<file path="src/rtl/instr_prefetch_buffer_pkg.sv">
// Shared CPU definitions for the fetch stage.
//   fetch_state_e : fetch FSM encoding (IDLE / REQ / DISCARD)
//   INSTR_W       : instruction and PC width
//   PC_STEP       : byte increment between sequential instruction words
package instr_prefetch_buffer_pkg;

    localparam int INSTR_W = 32;
    localparam logic [INSTR_W-1:0] PC_STEP = 32'd4;

    typedef enum logic [1:0] {
        ST_IDLE    = 2'd0,
        ST_REQ     = 2'd1,
        ST_DISCARD = 2'd2
    } fetch_state_e;

endpackage

</file>
<file path="src/rtl/instr_prefetch_buffer_if.sv">
// Bus bundle between the prefetch buffer, the instruction memory and the CPU.
//   redirect_i / redirect_pc_i : taken branch or jump and its target
//   mem_req_o / mem_addr_o     : single outstanding word request
//   mem_ack_i / mem_data_i     : memory returns the requested word
//   instr_valid_o / instr_o / instr_pc_o / instr_ready_i : CPU side
//
// Handshakes:
//   memory: mem_req_o rises with mem_addr_o and both hold stable until the
//           cycle mem_ack_i is high; that cycle completes the transfer and
//           mem_data_i is taken. A request is never withdrawn.
//   CPU:    an instruction transfers on any rising edge where instr_valid_o
//           and instr_ready_i are both high; instr_ready_i is a don't-care
//           while instr_valid_o is low.
// The master modport is the fetch block, the slave modport is its environment.
interface instr_prefetch_buffer_if;
    import instr_prefetch_buffer_pkg::*;

    logic               redirect_i;
    logic [INSTR_W-1:0] redirect_pc_i;
    logic               mem_req_o;
    logic [INSTR_W-1:0] mem_addr_o;
    logic               mem_ack_i;
    logic [INSTR_W-1:0] mem_data_i;
    logic               instr_valid_o;
    logic [INSTR_W-1:0] instr_o;
    logic [INSTR_W-1:0] instr_pc_o;
    logic               instr_ready_i;

    modport master (
        input  redirect_i, redirect_pc_i, mem_ack_i, mem_data_i, instr_ready_i,
        output mem_req_o, mem_addr_o, instr_valid_o, instr_o, instr_pc_o
    );

    modport slave (
        output redirect_i, redirect_pc_i, mem_ack_i, mem_data_i, instr_ready_i,
        input  mem_req_o, mem_addr_o, instr_valid_o, instr_o, instr_pc_o
    );

endinterface

</file>
<file path="src/rtl/instr_prefetch_buffer_sync_fifo.sv">
// Synchronous FIFO with flush, reusable by other buffering blocks.
//   clk_i, rst_i (sync, active-low)
//   flush_i     : empties the FIFO; overrides a same-cycle push and pop
//   push_i      : writes push_data_i (caller guarantees space)
//   pop_i       : removes the head; ignored while empty
//   head_o      : current head entry (meaningful only when count_o != 0)
//   count_o     : number of stored entries, 0..DEPTH
module sync_fifo #(
    parameter int WIDTH = 64,
    parameter int DEPTH = 4
) (
    input  logic                     clk_i,
    input  logic                     rst_i,
    input  logic                     flush_i,
    input  logic                     push_i,
    input  logic [WIDTH-1:0]         push_data_i,
    input  logic                     pop_i,
    output logic [WIDTH-1:0]         head_o,
    output logic [$clog2(DEPTH):0]   count_o
);

    localparam int AW = $clog2(DEPTH);

    logic [WIDTH-1:0] mem_q [DEPTH];
    logic [AW-1:0]    rd_ptr_q;
    logic [AW-1:0]    wr_ptr_q;
    logic [AW:0]      count_q;
    logic             do_pop;

    assign do_pop  = pop_i && (count_q != '0);
    assign head_o  = mem_q[rd_ptr_q];
    assign count_o = count_q;

    // Storage needs no reset; entries are only visible through count_q.
    always_ff @(posedge clk_i) begin
        if (rst_i && !flush_i && push_i) begin
            mem_q[wr_ptr_q] <= push_data_i;
        end
    end

    // Pointers are exactly log2(DEPTH) bits so they wrap on their own.
    always_ff @(posedge clk_i) begin
        if (!rst_i || flush_i) begin
            rd_ptr_q <= '0;
            wr_ptr_q <= '0;
            count_q  <= '0;
        end else begin
            if (push_i) begin
                wr_ptr_q <= wr_ptr_q + AW'(1);
            end
            if (do_pop) begin
                rd_ptr_q <= rd_ptr_q + AW'(1);
            end
            case ({push_i, do_pop})
                2'b10:   count_q <= count_q + (AW+1)'(1);
                2'b01:   count_q <= count_q - (AW+1)'(1);
                default: count_q <= count_q;
            endcase
        end
    end

endmodule

</file>
<file path="src/rtl/instr_prefetch_buffer.sv">
// Instruction prefetch buffer: owns the fetch PC, issues one word request at
// a time to a variable-latency instruction memory, queues {pc, instr} pairs
// and hands them to the CPU. A redirect flushes the queue and refetches.
//   clk_i, rst_i (sync, active-low)
//   bus     : instr_prefetch_buffer_if.master (redirect, memory, CPU sides)
//   state_o : current fetch FSM state, for observation only
module instr_prefetch_buffer
    import instr_prefetch_buffer_pkg::*;
#(
    parameter int                 DEPTH    = 4,
    parameter logic [INSTR_W-1:0] RESET_PC = 32'h0000_0000
) (
    input  logic                          clk_i,
    input  logic                          rst_i,
    instr_prefetch_buffer_if.master       bus,
    output fetch_state_e                  state_o
);

    localparam int CNT_W = $clog2(DEPTH) + 1;

    fetch_state_e       state_q, state_d;
    logic [INSTR_W-1:0] fetch_pc_q, fetch_pc_d;
    logic [INSTR_W-1:0] req_addr_q, req_addr_d;
    logic [INSTR_W-1:0] redirect_word_pc;
    logic               fifo_push;
    logic               instr_valid;
    logic [2*INSTR_W-1:0] fifo_head;
    logic [CNT_W-1:0]   fifo_count;

    assign redirect_word_pc = bus.redirect_pc_i & ~32'h3;

    always_ff @(posedge clk_i) begin
        if (!rst_i) begin
            state_q    <= ST_IDLE;
            fetch_pc_q <= RESET_PC;
            req_addr_q <= '0;
        end else begin
            state_q    <= state_d;
            fetch_pc_q <= fetch_pc_d;
            req_addr_q <= req_addr_d;
        end
    end

    always_comb begin
        state_d    = state_q;
        fetch_pc_d = fetch_pc_q;
        req_addr_d = req_addr_q;
        fifo_push  = 1'b0;
        case (state_q)
            ST_IDLE: begin
                // Issue only with a free slot, so the returning word always fits.
                if (bus.redirect_i) begin
                    fetch_pc_d = redirect_word_pc;
                end else if (fifo_count < CNT_W'(DEPTH)) begin
                    state_d = ST_REQ;
                end
            end
            ST_REQ: begin
                if (bus.redirect_i) begin
                    fetch_pc_d = redirect_word_pc;
                    if (bus.mem_ack_i) begin
                        state_d = ST_IDLE;
                    end else begin
                        // The request cannot be withdrawn: keep presenting the
                        // old address and drop its data when it arrives.
                        state_d    = ST_DISCARD;
                        req_addr_d = fetch_pc_q;
                    end
                end else if (bus.mem_ack_i) begin
                    fifo_push  = 1'b1;
                    fetch_pc_d = fetch_pc_q + PC_STEP;
                    state_d    = ST_IDLE;
                end
            end
            ST_DISCARD: begin
                // A further redirect only retargets; the stale ack still ends DISCARD.
                if (bus.redirect_i) begin
                    fetch_pc_d = redirect_word_pc;
                end
                if (bus.mem_ack_i) begin
                    state_d = ST_IDLE;
                end
            end
            default: state_d = ST_IDLE;
        endcase
    end

    sync_fifo #(
        .WIDTH (2*INSTR_W),
        .DEPTH (DEPTH)
    ) u_fifo (
        .clk_i       (clk_i),
        .rst_i       (rst_i),
        .flush_i     (bus.redirect_i),
        .push_i      (fifo_push),
        .push_data_i ({fetch_pc_q, bus.mem_data_i}),
        .pop_i       (instr_valid && bus.instr_ready_i),
        .head_o      (fifo_head),
        .count_o     (fifo_count)
    );

    // All outputs come from registered state; mem_ack_i never reaches them.
    assign instr_valid       = (fifo_count != '0);
    assign bus.instr_valid_o = instr_valid;
    assign bus.instr_o       = instr_valid ? fifo_head[INSTR_W-1:0] : '0;
    assign bus.instr_pc_o    = instr_valid ? fifo_head[2*INSTR_W-1:INSTR_W] : '0;
    assign bus.mem_req_o     = (state_q == ST_REQ) || (state_q == ST_DISCARD);
    assign bus.mem_addr_o    = (state_q == ST_DISCARD) ? req_addr_q : fetch_pc_q;
    assign state_o           = state_q;

endmodule

</file>
<file path="src/flat_wrapper.sv">
// flat-port wrapper written by rule: the top's interface ports become plain ports
module instr_prefetch_buffer_flat import instr_prefetch_buffer_pkg::*;
#(
    parameter int                 DEPTH    = 4,
    parameter logic [INSTR_W-1:0] RESET_PC = 32'h0000_0000
)
  (clk_i, rst_i, state_o, bus_redirect_i, bus_redirect_pc_i, bus_mem_ack_i, bus_mem_data_i, bus_instr_ready_i, bus_mem_req_o, bus_mem_addr_o, bus_instr_valid_o, bus_instr_o, bus_instr_pc_o);
  instr_prefetch_buffer_if bus_i ();
  input  logic clk_i;
  input  logic rst_i;
  output fetch_state_e state_o;
  input wire logic [$bits(bus_i.redirect_i)-1:0] bus_redirect_i;
  input wire logic [$bits(bus_i.redirect_pc_i)-1:0] bus_redirect_pc_i;
  input wire logic [$bits(bus_i.mem_ack_i)-1:0] bus_mem_ack_i;
  input wire logic [$bits(bus_i.mem_data_i)-1:0] bus_mem_data_i;
  input wire logic [$bits(bus_i.instr_ready_i)-1:0] bus_instr_ready_i;
  output wire logic [$bits(bus_i.mem_req_o)-1:0] bus_mem_req_o;
  output wire logic [$bits(bus_i.mem_addr_o)-1:0] bus_mem_addr_o;
  output wire logic [$bits(bus_i.instr_valid_o)-1:0] bus_instr_valid_o;
  output wire logic [$bits(bus_i.instr_o)-1:0] bus_instr_o;
  output wire logic [$bits(bus_i.instr_pc_o)-1:0] bus_instr_pc_o;
  assign bus_i.redirect_i = bus_redirect_i;
  assign bus_i.redirect_pc_i = bus_redirect_pc_i;
  assign bus_i.mem_ack_i = bus_mem_ack_i;
  assign bus_i.mem_data_i = bus_mem_data_i;
  assign bus_i.instr_ready_i = bus_instr_ready_i;
  assign bus_mem_req_o = bus_i.mem_req_o;
  assign bus_mem_addr_o = bus_i.mem_addr_o;
  assign bus_instr_valid_o = bus_i.instr_valid_o;
  assign bus_instr_o = bus_i.instr_o;
  assign bus_instr_pc_o = bus_i.instr_pc_o;
  instr_prefetch_buffer #(.DEPTH(DEPTH), .RESET_PC(RESET_PC)) u_core (.clk_i(clk_i), .rst_i(rst_i), .bus(bus_i), .state_o(state_o));
endmodule
</file>
<file path="config.mk">
export PLATFORM = sky130hd
export DESIGN_NAME = instr_prefetch_buffer_flat
export DESIGN_NICKNAME = d
export VERILOG_FILES = /design/src/rtl/instr_prefetch_buffer_pkg.sv /design/src/rtl/instr_prefetch_buffer_if.sv /design/src/rtl/instr_prefetch_buffer_sync_fifo.sv /design/src/rtl/instr_prefetch_buffer.sv /design/src/flat_wrapper.sv
export SDC_FILE = /design/constraint.sdc
export NUM_CORES = 1
export LEC_CHECK = 0
export CAP_MARGIN = 40
export CELL_PAD_IN_SITES_DETAIL_PLACEMENT = 0
export CELL_PAD_IN_SITES_GLOBAL_PLACEMENT = 1
export CORE_ASPECT_RATIO = 0.9
export CORE_MARGIN = 4
export CORE_UTILIZATION = 46
export DETAILED_ROUTE_END_ITERATION = 10
export HOLD_SLACK_MARGIN = 0.08
export PLACE_DENSITY = 0.84
export SYNTH_ARGS = -nofsm -noshare
export SYNTH_HDL_FRONTEND = slang
export SYNTH_SLANG_ARGS = --single-unit
</file>
<file path="constraint.sdc">
create_clock -name clk_i -period 4.07 [get_ports clk_i]
set_input_delay 1.0175 -clock clk_i [delete_from_list [all_inputs] [get_ports clk_i]]
set_output_delay 1.0175 -clock clk_i [all_outputs]
set_load 0.01 [all_outputs]
</file>
Yosys cells after proc, flatten, opt, wreduce, memory -nomap -nowiden
Memories as Yosys holds them, arrays and structs flattened. A register that Yosys moved wholly into a read port is not among the register bits.
Index checks and enable logic that the tools add are counted.
{"block": "op_classes", "n_addsub": 5, "magnitude_cmp": 1, "eq_ne": 8, "n_mux": 21, "n_bitwise": 1, "n_reduce_logical": 16}
{"cell": "32-bit 2-to-1 mux", "count": 6}
{"cell": "32-bit one-hot mux with 2 select lines", "count": 1}
{"cell": "32-bit by 3-bit adder with 32-bit output (second input constant)", "count": 1}
{"cell": "2-bit 2-to-1 mux", "count": 7}
{"cell": "2-bit one-hot mux with 3 select lines", "count": 1}
{"cell": "3-bit one-hot mux with 2 select lines", "count": 1}
{"cell": "3-bit AND reduction", "count": 2}
{"cell": "1-bit 2-to-1 mux", "count": 5}
{"cell": "2-bit by 1-bit adder with 2-bit output (second input constant)", "count": 2}
{"cell": "2-bit by 1-bit equality test with 1-bit output (second input constant)", "count": 2}
{"cell": "2-bit equality test (second input constant)", "count": 2}
{"cell": "1-bit logical AND", "count": 4}
{"cell": "2-bit by 1-bit inequality test with 1-bit output (second input constant)", "count": 2}
{"cell": "2-bit nonzero test", "count": 2}
{"cell": "3-bit by 1-bit adder with 3-bit output (second input constant)", "count": 1}
{"cell": "3-bit < comparator (second input constant)", "count": 1}
{"cell": "3-bit inequality test (second input constant)", "count": 1}
{"cell": "3-bit nonzero test", "count": 1}
{"cell": "3-bit by 1-bit subtractor with 3-bit output (second input constant)", "count": 1}
{"cell": "1-bit zero test", "count": 2}
{"cell": "2-bit zero test", "count": 1}
{"cell": "1-bit logical OR", "count": 2}
{"cell": "2-bit inequality test (second input constant)", "count": 1}
{"cell": "2-bit AND reduction", "count": 1}
{"cell": "2 further kinds", "count": 2}
{"block": "totals", "reg_bits": 73, "ram_bits": 256, "input_bits": 69, "word_cells": 59, "n_memories": 1}
{"memory": "u_core.u_fifo.mem_q", "depth": 4, "word_bits": 64, "read_ports": 1, "rd_clocked_by_memory_dff": 1, "wr": 1, "line": "instr_prefetch_buffer_sync_fifo.sv:24", "rtl": "logic [WIDTH-1:0] mem_q [DEPTH];"}

Logic depth before layout (Yosys ltp)
Gate-level depths: netlist of run 1.
{"block": "logic_depth", "depth_word": 6, "ltp_mapped": 12, "mapped_depth_nobuf": 11}

By module
From an unflattened synthesis of run 1, not the netlist that was laid out.
{"block": "unflattened", "hier_cells": 911, "hier_area_um2": 13741.9}
{"mod": "sync_fifo", "n_inst": 1, "cells_per_inst": 382, "area_each_um2": 9759.4}
{"mod": "instr_prefetch_buffer", "n_inst": 1, "cells_per_inst": 529, "area_each_um2": 3982.6}

Worst setup path before layout of run 1
No wires, ideal clock.
{"block": "synth_timing", "path_type": "input -> register", "from": "input bus_redirect_i", "to": "memory u_core.u_fifo.mem_q[0][0], enable pin", "setup_time_ns": 0.427, "arrival_time_ns": 3.008, "t_required_ns": 3.643, "slack_ns": 0.635, "path_stages": 4, "n_path_buf": 1, "cell_sequence": "nor2b_1 > and2_1 > clkbuf_1 > and3_1"}
{"block": "synth_via", "elab_chain_cells": 5, "word_cells_on_any_way": 7, "cone_classes": "mux: 4; reduce/logical: 3"}
{"item": "start, declared", "line": "flat_wrapper.sv:12", "rtl": "input wire logic [$bits(bus_i.redirect_i)-1:0] bus_redirect_i;"}
{"item": "1-bit 2-to-1 mux or 1-bit zero test (tied branches)", "line": "instr_prefetch_buffer.sv:59, instr_prefetch_buffer_sync_fifo.sv:36"}
{"item": "1-bit 2-to-1 mux or 1-bit logical AND (tied branches)", "line": "instr_prefetch_buffer.sv:49, instr_prefetch_buffer_sync_fifo.sv:36"}
{"item": "1-bit logical AND *", "line": "instr_prefetch_buffer_sync_fifo.sv:36", "rtl": "if (rst_i && !flush_i && push_i) begin"}
{"item": "1-bit 2-to-1 mux *", "line": "instr_prefetch_buffer_sync_fifo.sv:36"}
{"item": "1-bit 2-to-1 mux (not written as such) *", "line": "instr_prefetch_buffer_sync_fifo.sv:37", "rtl": "mem_q[wr_ptr_q] <= push_data_i;"}
{"item": "end, declared", "line": "instr_prefetch_buffer_sync_fifo.sv:24"}
Every way passes the cells marked *; elsewhere a longest branch is shown, timed or not.

Final worst setup path of run 1
{"block": "layout_timing", "from": "register u_core.state_q[0] (netlist: u_core.state_o[0])", "to": "output bus_mem_addr_o[11]"}
{"block": "layout_via", "elab_chain_cells": 2}
{"item": "start, declared", "line": "instr_prefetch_buffer.sv:21", "rtl": "fetch_state_e state_q, state_d;"}
{"item": "start signal, assigned", "line": "instr_prefetch_buffer.sv:38", "rtl": "state_q <= state_d;"}
{"item": "2-bit equality test", "line": "instr_prefetch_buffer.sv:108", "rtl": "assign bus.mem_addr_o = (state_q == ST_DISCARD) ? req_addr_q : fetch_pc_q;"}
{"item": "32-bit 2-to-1 mux", "line": "instr_prefetch_buffer.sv:108"}
{"item": "end, declared", "line": "flat_wrapper.sv:18", "rtl": "output wire logic [$bits(bus_i.mem_addr_o)-1:0] bus_mem_addr_o;"}
No other way between the ends.

==> impl_metrics.toml, run 1 <==
[timing]
slew_headroom = 0.468
min_period_over_period = 0.909
tightest_slew_ns = 0.792
setup-violations-final = 0
min_period_ns = 3.70
grt_setup_unrepaired = "false"
slew_violations = 0
setup_tns_ns = 0
max_freq_ghz = 0.270
hold_viol = 0
fin_skew_ns = 0.0151

[clock_network]
clock_tree.root_cell = "clkbuf_16"
insertion_delay_ns = 0.50
clock_sinks = 319
htreeDepth = 2
clk_pin_slew_ns = 0.06
postCtsSetupBuffers = 0
cts_made_buffers = 34
clock_path_buffers = 3
cts_tree = "done"
ctsHoldBuffers = 0
post_cts_resized = 0

[power]
clockPowerShare = 0.422
p_per_area_nw_per_um2 = 417
power_switching_mw = 1.42
peakVddDrop_uv = 273
power_leakage_nw = 5.33
pwr-share-seq = 0.527
internal_power_mw = 5.45
pwr-share-comb = 0.051
swShare = 0.206

[routing]
wire_per_inst_um = 20.2
drt_iter0_markers = 723
wl_met2_um = 13600
first_pass_iters = 5
wl_um = 29500
drtAntennaViolNets = 0
route.top_layer_used = "met4"
vias_per_cell = 5.57
met1_length_um = 13700
post-route-drc-count = 0
met3_length_um = 1630
vias = 8121

[global_routing]
grt_pass1_vias = 8230
track_usage = 0.183
grt_overflow = 0
antenna_found_initial = 0
grt_max_degree = 63
grt_pass1_wl_um = 46400

[floorplanning]
fp.dieArea_um2 = 31900
core.rowCount = 58
die_y_um = 170
initial_utilization = 0.473
core_area_um2 = 28300
die_x_um = 188
ios = 169

[worst_hold_path]
worst_hold_path_type = "flop to flop"
hold_depth = 2

[yosys]
synth_area_um2 = 13400
synthCells = 915
ys_seq_elements = 319
ys.flop_type = "edfxtp_1"
syn_area_per_cell_um2 = 14.6
ys_types = 63
async_flop_share = 0
yosysSeqAreaShare = 0.663
ys_warn_count = 0
synth_edf_count = 248

[critical_path]
endpoint_kind = "output port"
required_ns = 3.05
crit_arrival_ns = 2.68
reg2reg_depth = 6
cp_max_fo = 26
path_class = "flop to output port"
start_kind = "flop"

[finish]
fin_nets = 1154
area_delta_synth_final_pct = 23.3
nFillCells = 2214
drive_gt1_frac = 0.158
diodes = 0
finalInstanceArea_um2 = 16500

[placed_design]
gp_congestion = 0.845
dpl_cell_area_um2 = 15400
port_buffers = 162
dp_hpwl_um = 18400

[run_status]
run_status = "complete, no violations"

[job]
maxCapViolations = 0
placed cells by master (no fill, tap or decap), types with 17 or more instances in the layout:
cell / synthesis / final
a21oi_1: 59 / 59
and2_1: 67 / 67
clkbuf_16: 0 / 35
clkdlybuf4s50_1: 0 / 162
dfxtp_1: 71 / 69
edfxtp_1: 248 / 248
mux2_2: 27 / 27
mux4_2: 62 / 62
nand2_1: 97 / 97
nor2_1: 43 / 43
o21ai_0: 17 / 17
logic make-up after synthesis:
| group | count (synthesis) | synth area share |
|---|---|---|
| fa+ha+maj | 11 | 0.0109 |
| buf+inv | 77 | 0.0260 |
| other cells | 1 | 0.000280 |
| simple gates | 287 | 0.110 |
| mux | 92 | 0.129 |
| xor+xnor | 5 | 0.00328 |
| compound gates | 123 | 0.0567 |
| flops | 319 | 0.663 |
state kept, by name (all words and copies together) (netlist names), named ones only:
name                    flops
u_core.u_fifo.mem_q       248
u_core.fetch_pc_q          30
u_core.req_addr_q          30
u_core.u_fifo.count_o       3
u_core.state_o              2
u_core.u_fifo.rd_ptr_q      2
u_core.u_fifo.wr_ptr_q      2
power by group through the flow:
stage               registers [mW]  logic, mW  clock network [mW]
floorplan                     3.66      0.174                   0
global placement              3.68      0.344                   0
detailed placement            3.69      0.348                   0
CTS                           3.62      0.351                2.98
global route                  3.63      0.380                3.12
finish                        3.62      0.350                2.90
final timing paths:
check / start / endpoint / slack, ns
max: u_core.state_o[0] / bus_mem_addr_o[11] / 0.37
min: u_core.req_addr_q[9] / u_core.req_addr_q[9] / 0.45
max reg2reg: u_core.fetch_pc_q[2] / u_core.fetch_pc_q[30] / 1.42
min reg2reg: u_core.req_addr_q[9] / u_core.req_addr_q[9] / 0.45
critical path, cell delays in order (launching register included):
cell	delay (ns)
dfxtp_1	0.34
inv_1	0.11
ha_1	0.41
buf_4	0.42
mux2_2	0.40
clkdlybuf4s50_1	0.49
synthesized netlist by cell type, types with 4 or more instances:
master | count | area [um^2]
buf_2 | 11 | 55.1
dfxtp_1 | 71 | 1420
a32oi_1 | 4 | 35.0
nor3_1 | 8 | 40.0
buf_4 | 6 | 45.0
nand3_1 | 13 | 65.1
nand4_1 | 7 | 43.8
nor4_1 | 10 | 62.6
inv_1 | 12 | 45.0
and2_1 | 67 | 419
o22ai_1 | 5 | 31.3
mux4_2 | 62 | 1400
nor2_1 | 43 | 161
a21oi_1 | 59 | 295
edfxtp_1 | 248 | 7450
and3_1 | 9 | 56.3
a311oi_1 | 4 | 35.0
and4_1 | 5 | 43.8
nand2_1 | 97 | 364
clkbuf_1 | 44 | 165
o21ai_0 | 17 | 85.1
ha_1 | 10 | 125
mux2_2 | 27 | 304
or3_1 | 7 | 43.8
a31oi_1 | 7 | 43.8
per-layer routing:
metal,up-vias,track usage
li1,3794,-
met1,4011,0.269
met2,269,0.290
met3,47,0.0341
met4,0,0.0412
met5,-,0
stage by stage:
stage	hold slack (ns)	cells	util	total power [mW]	worst slack (ns)
finish	0.452	1458	0.583	6.87	0.369
CTS	0.452	1458	0.583	6.95	0.343
detailed placement	0.444	1398	0.546	4.04	0.581
floorplan	0.433	918	-	3.83	0.635
global route	0.468	1458	0.583	7.13	0.198
global placement	0.438	1397	0.545	4.03	0.604
layout make-up:
cell class | count | area [um^2] | area share
sequential | 319 | 8870 | 0.538
multi-input combinational | 522 | 4180 | 0.253
timing repair buffer | 184 | 1890 | 0.115
clock buffer | 46 | 927 | 0.0562
tap | 360 | 450 | 0.0273
clock inverter | 14 | 116 | 0.00706
inverter | 13 | 48.8 | 0.00296
Note: power is estimated with default switching activity, not from simulation.
==> run 2, diff against run 1 <==
--- a/config.mk
+++ b/config.mk
@@ -9,7 +9,6 @@
 export CELL_PAD_IN_SITES_DETAIL_PLACEMENT = 0
 export CELL_PAD_IN_SITES_GLOBAL_PLACEMENT = 1
 export CORE_ASPECT_RATIO = 0.9
-export CORE_MARGIN = 4
 export CORE_UTILIZATION = 46
 export DETAILED_ROUTE_END_ITERATION = 10
 export HOLD_SLACK_MARGIN = 0.08
==> run 2 against run 1 <==
Net effect:
- sequential power about the same
- global-route usage up 1.9 points
- clock skew increased by 0.0047 ns
- worst hold slack improved by 0.0013 ns
- core utilization is 0.32 points higher
- fmax fell by 1.9%
- sequential share of layout area down 0.16 points
- highest routed layer unchanged
==> impl_metrics.toml, run 2 (same netlist as run 1, synthesis figures left out) <==
[floorplanning]
die_y_um = 164
core.rowCount = 58
fp.dieArea_um2 = 29800
core_area_um2 = 28200
ios = 169
die_x_um = 182
initial_utilization = 0.474

[clock_network]
cts_made_buffers = 31
cts_tree = "done"
insertion_delay_ns = 0.56
htreeDepth = 1
post_cts_resized = 0
clock_tree.root_cell = "clkbuf_16"
postCtsSetupBuffers = 0
clock_path_buffers = 3
clock_sinks = 319
clk_pin_slew_ns = 0.06
ctsHoldBuffers = 0

[critical_path]
timing.rr.end = "u_core.u_fifo.count_o[2]"
ff2ff_setup_slack_ns = 1.16
reg2reg_depth = 9
r2r-start = "u_core.u_fifo.count_o[2]"
path_class = "flop to output port"
cp_max_fo = 23
required_ns = 3.05
start_kind = "flop"
endpoint_kind = "output port"
crit_arrival_ns = 2.75

[routing]
drtAntennaViolNets = 0
vias = 8184
wl_um = 29900
wire_per_inst_um = 20.5
vias_per_cell = 5.62
drt_iter0_markers = 736
post-route-drc-count = 0
first_pass_iters = 5

[timing]
hold_viol = 0
min_period_ns = 3.77
fin_ws_ns = 0.299
min_period_over_period = 0.926
setup-violations-final = 0
max_freq_ghz = 0.265
setup_tns_ns = 0
fin_skew_ns = 0.0198
tightest_slew_ns = 0.810
slew_headroom = 0.456
grt_setup_unrepaired = "false"
slew_violations = 0

[finish]
drive_gt1_frac = 0.160
final_cell_count_no_fill = 1456
diodes = 0
nFillCells = 2177
area_delta_synth_final_pct = 23.7
largest_reg_flops = 248
reg_top3 = "u_core.u_fifo.mem_q: 248 flops, u_core.fetch_pc_q: 30 flops, u_core.req_addr_q: 30 flops"
final_cell_mix = "edfxtp_1, clkdlybuf4s50_1, nand2_1"
fin_nets = 1152
seqCellArea_um2 = 8870
final_common_cell = "edfxtp_1"
top_register = "u_core.u_fifo.mem_q"
multi_input_comb_area_um2 = 4180

[worst_hold_path]
worst_hold_path_type = "flop to flop"
min_to = "u_core.req_addr_q[4]"
worstHoldStart = "u_core.req_addr_q[4]"
hold_depth = 2

[power]
power_leakage_nw = 5.34
p_per_area_nw_per_um2 = 420
peakVddDrop_uv = 323

[placed_design]
port_buffers = 162
dpl.cell_count = 1399
pre_cts_slack_ns = 0.738
dp_hpwl_um = 18500
gp_congestion = 0.814

[global_routing]
grt_max_degree = 63
antenna_found_initial = 0
grt_pass1_vias = 8147
grt_overflow = 0
grt_pass1_wl_um = 46100
track_usage = 0.202

[job]
maxCapViolations = 0

[run_status]
run_status = "complete, no violations"
-- run 2: cell count changes in the layout (fill, tap and decap cells not counted), sizes merged --
cell and delta:
buf +1, clkinv -2, bufinv +4, clkinvlp +2, clkbuf -7
-- run 2: layout make-up --
class                   count  share of cell area
clock inverters            18              0.0148
inverters                  13             0.00295
clock buffers              39              0.0493
multi-input cells         522               0.253
well taps                 360              0.0272
flip-flops and latches    319               0.537
repair buffers            185               0.117
-- run 2: power by group --
part / internal (mW) / total [mW] / switching (mW)
sequential: 3.55 / 3.62 / 0.0762
clock: 1.79 / 2.98 / 1.18
combinational: 0.184 / 0.350 / 0.166
-- run 2: worst max path at each step --
stage / slack, ns / cells past startpoint / start / to
final: 0.30 / 5 / u_core.state_o[0] / bus_mem_addr_o[10]
after global routing: 0.18 / 5 / u_core.state_o[0] / bus_mem_addr_o[10]
after CTS: 0.26 / 4 / u_core.u_fifo.count_o[2] / bus_instr_o[4]
after detailed placement: 0.74 / 10 / bus_redirect_i / u_core.u_fifo.count_o[2]
after global placement: 0.65 / 7 / bus_mem_ack_i / u_core.fetch_pc_q[6]
after floorplan: 0.64 / 4 / bus_redirect_i / u_core.u_fifo.mem_q[0][0]
-- run 2: per-stage QoR --
stage / cell area (um^2) / util / power [mW] / hold slack, ns
4_1_cts: 16500 / 0.586 / 7.01 / 0.455
3_3_place_gp: 15500 / 0.548 / 4.03 / 0.438
2_1_floorplan: 13400 / - / 3.83 / 0.433
5_1_grt: 16500 / 0.586 / 7.15 / 0.464
3_5_place_dp: 15500 / 0.548 / 4.04 / 0.446
6_report: 16500 / 0.586 / 6.95 / 0.453
-- run 2: worst max-delay path, stage by stage, from the launching register on --
cell and delay, ns:
dfxtp_1 0.35, inv_1 0.11, ha_1 0.60, buf_12 0.27, mux2_2 0.37, clkdlybuf4s50_1 0.48
-- run 2: metal layers --
layer	track usage	vias to the layer above	wire [um]
met2	0.321	280	13700
met3	0.0328	42	1840
met1	0.294	4075	13800
met5	0	-	0
li1	-	3787	-
met4	0.0462	0	549
